<file path="config.mk">
export PLATFORM = sky130hd
export DESIGN_NAME = demux_router
export DESIGN_NICKNAME = d
export VERILOG_FILES = /design/src/rtl/demux_router_pkg.sv /design/src/rtl/demux_chan_buf.sv /design/src/rtl/demux_router.sv
export SDC_FILE = /design/constraint.sdc
export NUM_CORES = 1
export LEC_CHECK = 0
export CORE_ASPECT_RATIO = 1.2
export CORE_MARGIN = 2
export CORE_UTILIZATION = 50
export CTS_CLUSTER_DIAMETER = 40
export CTS_CLUSTER_SIZE = 20
export DETAILED_ROUTE_END_ITERATION = 8
export GPL_TIMING_DRIVEN = 0
export PLACE_DENSITY = 0.76
export SLEW_MARGIN = 20
export SYNTH_ARGS = -nofsm -noshare
export SYNTH_HDL_FRONTEND = slang
export SYNTH_SLANG_ARGS = --single-unit
</file>
<file path="constraint.sdc">
create_clock -name clk -period 3 [get_ports clk]
set_clock_uncertainty 0.15 [all_clocks]
set_input_delay 0.6 -clock clk [delete_from_list [all_inputs] [get_ports clk]]
set_output_delay 0.6 -clock clk [all_outputs]
set_load 0.005 [all_outputs]
</file>
<file path="src/rtl/demux_router_pkg.sv">
// demux_router_pkg: shared constants, channel count type and select-width helper
package demux_router_pkg;
    localparam int BUF_DEPTH = 2;
    typedef logic [1:0] cnt_t;
    function automatic int sel_width(input int n);
        return n > 2 ? $clog2(n) : 1;
    endfunction
endpackage

</file>
<file path="src/rtl/demux_chan_buf.sv">
// demux_chan_buf: 2-entry FIFO per output channel; head holds its last value when empty
module demux_chan_buf
    import demux_router_pkg::*;
#(
    parameter int DATA_W = 8
) (
    input  logic              clk,
    input  logic              rst_n,
    input  logic              push,
    input  logic [DATA_W-1:0] push_data,
    output logic              full,
    input  logic              pop,
    output logic              valid,
    output logic [DATA_W-1:0] data
);
    cnt_t              cnt_q, cnt_d;
    logic [DATA_W-1:0] head_q, head_d, tail_q, tail_d;
    logic              do_push, do_pop;
    always_comb begin
        full    = cnt_q == cnt_t'(BUF_DEPTH);
        valid   = cnt_q != 2'd0;
        do_push = push && !full;
        do_pop  = pop && valid;
        cnt_d   = cnt_q + cnt_t'(do_push) - cnt_t'(do_pop);
        head_d  = do_push && (cnt_q == 2'd0 || do_pop) ? push_data : do_pop && full ? tail_q : head_q;
        tail_d  = do_push && cnt_q == 2'd1 && !do_pop ? push_data : tail_q;
    end
    always_ff @(posedge clk or negedge rst_n)
        if (!rst_n) begin
            cnt_q  <= '0;
            head_q <= '0;
            tail_q <= '0;
        end else begin
            cnt_q  <= cnt_d;
            head_q <= head_d;
            tail_q <= tail_d;
        end
    assign data = head_q;
endmodule

</file>
<file path="src/rtl/demux_router.sv">
// demux_router: 1-to-N stream demux with per-channel 2-deep buffers and an out-of-range drop counter
module demux_router
    import demux_router_pkg::*;
#(
    parameter int  N_OUT  = 4,
    parameter int  DATA_W = 8,
    parameter int  DROP_W = 8,
    localparam int SEL_W  = sel_width(N_OUT)
) (
    input  logic                    clk,
    input  logic                    rst_n,
    input  logic                    in_valid,
    output logic                    in_ready,
    input  logic [SEL_W-1:0]        in_sel,
    input  logic [DATA_W-1:0]       in_data,
    output logic [N_OUT-1:0]        out_valid,
    input  logic [N_OUT-1:0]        out_ready,
    output logic [N_OUT*DATA_W-1:0] out_data,
    output logic [DROP_W-1:0]       drop_cnt
);
    logic [N_OUT-1:0]        full;
    logic [(1<<SEL_W)-1:0]   full_ext;
    logic                    oob, accept;
    logic [DROP_W-1:0]       drop_q, drop_d;
    // full_ext pads unused select codes so the ready mux never indexes past N_OUT
    always_comb begin
        full_ext            = '0;
        full_ext[N_OUT-1:0] = full;
        oob                 = 32'(in_sel) >= N_OUT;
        in_ready            = oob || !full_ext[in_sel];
        accept              = in_valid && in_ready;
        drop_d              = accept && oob && drop_q != '1 ? drop_q + DROP_W'(1) : drop_q;
    end
    always_ff @(posedge clk or negedge rst_n)
        if (!rst_n) drop_q <= '0;
        else        drop_q <= drop_d;
    assign drop_cnt = drop_q;
    for (genvar k = 0; k < N_OUT; k++) begin : g_chan
        demux_chan_buf #(.DATA_W(DATA_W)) u_buf (
            .clk       (clk),
            .rst_n     (rst_n),
            .push      (accept && in_sel == SEL_W'(k)),
            .push_data (in_data),
            .full      (full[k]),
            .pop       (out_ready[k]),
            .valid     (out_valid[k]),
            .data      (out_data[k*DATA_W +: DATA_W])
        );
    end
endmodule

</file>
# Word level (Yosys, flattened, before mapping)

Cells that the tools add are included.

Input bits: 17
Word-level logic and storage cells: 97
Output and inout port bits: 45
Bits in registers: 72

Magnitude comparators: 1
Add/sub/neg operators: 8
Muxes and demuxes: 10
Reductions and logical operators: 55
Equality and inequality tests: 11

Operator list:

| operator           | count |
|---|---|
| $mux 8             | 8 |
| $logic_and 1x1->1  | 29 |
| $reduce_bool 2->1  | 8 |
| $eq 2x2->1 const B | 6 |
| $eq 2x1->1 const B | 5 |
| $logic_not 2->1    | 5 |
| $logic_not 1->1    | 9 |
| $add 2x1->2        | 4 |
| $sub 2x1->2        | 4 |
| $logic_or 1x1->1   | 4 |
| $lt 2x3->1 const B | 1 |
| $bmux 1 s2         | 1 |
| $mux 1             | 1 |

# Longest topological paths before layout

Depth in word-level cells: 9
Gate-level depth with buffers: 7
Gate-level depth less buffers: 7

# By module

A second synthesis with hierarchy kept.

Cells, all modules: 244
Area, all modules: 3,651.0 µm²

Modules (own cells, without submodules):

| module         | seq. area each (µm²) | times used | area each (µm²) | cells an instance |
|---|---|---|---|---|
| demux_chan_buf | 450.4                | 4          | 880.8           | 57 |
| demux_router   | 0.0                  | 1          | 127.6           | 16 |

# Worst setup path after synthesis

No wires, ideal clock.

Path type: reg2reg
Start point: reg g_chan[1].u_buf.cnt_q[1]
End point: reg g_chan[1].u_buf.cnt_q[1]
Data arrival time: 1.835 ns
Path slack: 0.935 ns
Period minus slack after synthesis: 2.065 ns
Required time: 2.770 ns
Cell stages (with the launch flop): 7
Cell sequence: dfrtp_1 > or2_2 > and2_1 > ha_1 > nor4bb_1 > mux2i_1 > xnor2_1

RTL lines:

| element                            | line                 | RTL |
|---|---|---|
| from (decl)                        | demux_chan_buf.sv:16 | `cnt_t cnt_q, cnt_d;` |
| from (signal assigned)             | demux_chan_buf.sv:34 | `cnt_q <= cnt_d;` |
| $reduce_bool 2->1                  | demux_chan_buf.sv:21 | `valid = cnt_q != 2'd0;` |
| named net g_chan[1].u_buf.valid    | demux_chan_buf.sv:13 | `output logic valid,` |
| $logic_and 1x1->1                  | demux_chan_buf.sv:23 | `do_pop = pop && valid;` |
| $sub 2x1->2                        | demux_chan_buf.sv:24 | `cnt_d = cnt_q + cnt_t'(do_push) - cnt_t'(do_pop);` |
| named net g_chan[1].u_buf.cnt_d[1] | demux_chan_buf.sv:16 |  |

The timed path passes the listed nets, and every way through them passes these cells. The select of a mux whose other input is x is not followed.
A chain may end at the register's enable or synchronous reset.

# Worst setup path in the final report

Start point: reg g_chan[2].u_buf.cnt_q[0]
End point: out in_ready

Longest elaborated chain between the ends: 4

RTL lines:

| element                      | line                 | RTL |
|---|---|---|
| from (decl)                  | demux_chan_buf.sv:16 |  |
| from (signal assigned)       | demux_chan_buf.sv:34 |  |
| $eq 2x2->1                   | demux_chan_buf.sv:20 | `full = cnt_q == cnt_t'(BUF_DEPTH);` |
| $bmux 1 s2                   | demux_router.sv:30   | `in_ready = oob \|\| !full_ext[in_sel];` |
| $mux 1 (implied by the code) | demux_router.sv:30   |  |
| $logic_not 1->1              | demux_router.sv:30   |  |
| to (decl)                    | demux_router.sv:13   | `output logic in_ready,` |

No other way between the ends. The select of a mux whose other input is x is not followed.

==> reports/summary.md <==
### Routing
• **first-iteration detailed-routing DRC count** 92
• **wirelength, routed** 6.668 mm
• **via count** 2129
• **DRC violation count after routing** 0
• **routed length per placed instance** 16.11 µm
• **per-cell via count in the routed design** 5.143
• **antenna violation net count after detailed routing** 0
• **First-pass DRT Iterations** 4

### Placement
• **worst slack at placement** 14.84 ps
• **cell area reported after detailed placement** 4203 µm²
• **Port Buffer Count** 52
• **HPWL reported at the end of detailed placement** 4.528 mm
• **routability-driven placement congestion ratio** 0.7018

### Timing
• **Max Clock Freq** 377.0 MHz
• **Final Hold Viols** 0
• **final clock period utilization by the worst path** 88.43%
• **RSZ-0062 raised after global routing** false
• **setup tns final** 0 ps
• **Setup Viol. Count Final** 0
• **Final Max Tran Viols** 0
• **slack of the critical path** 347.2 ps
• **Tmin final** 2653 ps

### CTS
• **clock transition at the register clock pins on the worst setup and hold paths after CTS** 70 ps
• **clock root buffer** clkbuf_8
• **number of buffers created by CTS** 9
• **CTS H-Tree Depth** 3
• **count of hold-fix buffers inserted at cts** 0
• **clock sink count** 72
• **later-pin clock latency in the skew report** 340 ps
• **TritonCTS clock tree** yes
• **largest buffer count on any clock path** 2
• **Post-CTS Repair Setup Buffers** 0

### Worst setup path
• **max incr delay on CP** 500 ps
• **maximum fanout along the worst path** 5
• **Critical Path End Type** output port
• **Setup Crit Path Kind** register to output port
• **launching point of the worst reg2reg path** g_chan[1].u_buf.cnt_q[1]
• **timing startpoint of the critical path** g_chan[2].u_buf.cnt_q[0]
• **data required time of the critical path** 2250 ps
• **worst setup slack for register-to-register paths** 760 ps
• **kind of launch point of the worst setup path** register
• **capture point of the worst reg-to-reg path** g_chan[1].u_buf.cnt_q[1]
• **ordered list of cells on the worst path** nand2b_1, mux4_1, clkdlybuf4s50_1
• **cells on worst reg2reg path** 6
• **slowest CP cell** mux4_1
• **data arrival time at the worst-slack endpoint** 1900 ps
• **end point of the critical path** in_ready

### Finish
• **area of all placed cells without fillers** 4407 µm²
• **commonest non-fill, non-tap cell in the layout** mux2_2
• **number of nets in the layout** 346
• **diodes inserted** 0
• **highest-count cells in the layout ignoring fill and taps** mux2_2, dfrtp_1, clkdlybuf4s50_1
• **fraction of final layout cells sized beyond drive strength 1** 40.98%
• **Area growth syn-to-layout** 25.12%

### Power
• **worst ir drop on vdd** 0.0005503 V
• **Design Power** 4.223 mW
• **reported leakage power** 2.031 nW
• **PD cells** 958.2 nW/µm²

### Floorplan
• **initial cell density of the core** 51.70%
• **Total Die Area** 7734 µm²
• **number of placement rows** 33
• **I/O pin total** 62
• **DIE HEIGHT** 95.94 µm
• **chip width** 80.62 µm
• **Placeable Area** 6813 µm²

### Global routing
• **overflow left after global routing** 0
• **vias in the first global route** 2051
• **GRT Resource Usage Total** 19.02%
• **number of antenna violations at the first check in global routing** 0
• **first-pass GRT wire length** 10.66 mm
• **pin count of the biggest net entering global routing** 47

### Job
• **max capacitance violation total** 0

### Yosys
• **share of flip-flops with an asynchronous set or reset after synthesis** 100.0%
• **flops & latches, synth** 72
• **sequential fraction of the synthesis area** 51.15%
• **post-synthesis cell count** 252
• **Synth warnings** 0
• **number of flops mapped to enable cells by yosys** 0
• **mean instance size in the synthesized netlist** 13.98 µm²
• **synthesized cell area** 3522 µm²
• **Netlist cell types** 27
• **Top FF cell, synth** dfrtp_1

### Worst hold path
• **min-delay worst type** primary input to asynchronous set/reset pin

### Run status
• **status** finished, final reports clean

flip-flops by register name (all words and copies together), names as in the netlist:
| signal | flops |
|---|---|
| g_chan.u_buf.tail_q | 32 |
| g_chan.u_buf.data | 32 |
| g_chan.u_buf.cnt_q | 8 |
synthesized netlist by cell type, types with 2 or more instances:
cell type | n | area, µm²
buf_2 | 5 | 25.02
and2_1 | 5 | 31.28
or3_1 | 2 | 12.51
nand3_1 | 2 | 10.01
xnor2_1 | 8 | 70.07
mux2_4 | 8 | 120.1
mux2i_1 | 2 | 20.02
nand3b_1 | 7 | 52.55
nor3b_1 | 2 | 15.01
a21oi_1 | 2 | 10.01
nand2_1 | 6 | 22.52
buf_4 | 12 | 90.09
dfrtp_1 | 72 | 1802
or2_2 | 4 | 25.02
nor2_1 | 2 | 7.510
inv_1 | 6 | 22.52
nand2b_1 | 5 | 31.28
ha_1 | 6 | 75.07
mux2_2 | 88 | 991.0
area by class of cell:
class / count / area [µm²]
Buffer: 18 / 126.4
Clock buffer: 11 / 131.4
Clock inverter: 4 / 70.07
Fill cell: 526 / 2406
Inverter: 6 / 22.52
Multi-Input combinational cell: 163 / 1598
Sequential cell: 72 / 1802
Tap cell: 87 / 108.9
Timing Repair Buffer: 53 / 548.0
power breakdown:
| part | internal, mW | switching, mW | total, mW |
|---|---|---|---|
| logic | 1.19 | 0.527 | 1.72 |
| clock network | 0.462 | 0.335 | 0.796 |
| registers | 1.43 | 0.274 | 1.71 |
critical path, delay by kind of cell (launching register included):
kind | cells | cell delay (ps)
mux | 1 | 500
buf+inv | 1 | 460
simple gates | 1 | 200
flops | 1 | 410
metrics by stage:
stage                     std cells  hold WS, ps  utilization [%]
after CTS                       414        19.31            64.65
after global placement          398        333.4            61.32
after detailed placement        399        339.7            61.69
after floorplan                 259        154.4                -
after global routing            414        26.08            64.68
final                           414        23.55            64.68
layer usage:
metal	part of all wire (%)	global-route usage [%]
met3	3.7	5.066
met2	49	29.31
met5	0	0
met1	46	25.71
met4	1.6	7.627
cells by family after synthesis:
group                      synth area share [%]
other                                    0.1065
buffers and inverters                     4.227
DFF                                       51.15
adders and majority gates                 2.131
AOI/OAI and AO/OA                        0.8171
and+or+nand+nor                           6.714
xor gates and xnor gates                  1.989
muxes                                     32.86
worst min-delay path by stage:
| stage | cells past startpoint | endpoint | startpoint | slack (ps) |
|---|---|---|---|---|
| after floorplan | 0 | g_chan[0].u_buf.cnt_q[0] | rst_n | 150 |
| after global placement | 1 | g_chan[3].u_buf.tail_q[1] | g_chan[3].u_buf.tail_q[1] | 330 |
| after detailed placement | 1 | g_chan[2].u_buf.tail_q[5] | g_chan[2].u_buf.tail_q[5] | 340 |
| after CTS | 1 | g_chan[0].u_buf.tail_q[5] | rst_n | 20 |
| after global routing | 1 | g_chan[0].u_buf.tail_q[5] | rst_n | 30 |
| final | 1 | g_chan[0].u_buf.data[0] | rst_n | 20 |
timing repair:
| item | in CTS | in global routing |
|---|---|---|
| gates resized for setup | 0 | 1 |
| endpoints found under the setup margin | 0 | 1 |
| hold endpoints to repair | 0 | 0 |
No activity file was read; power rests on OpenSTA's default activity.
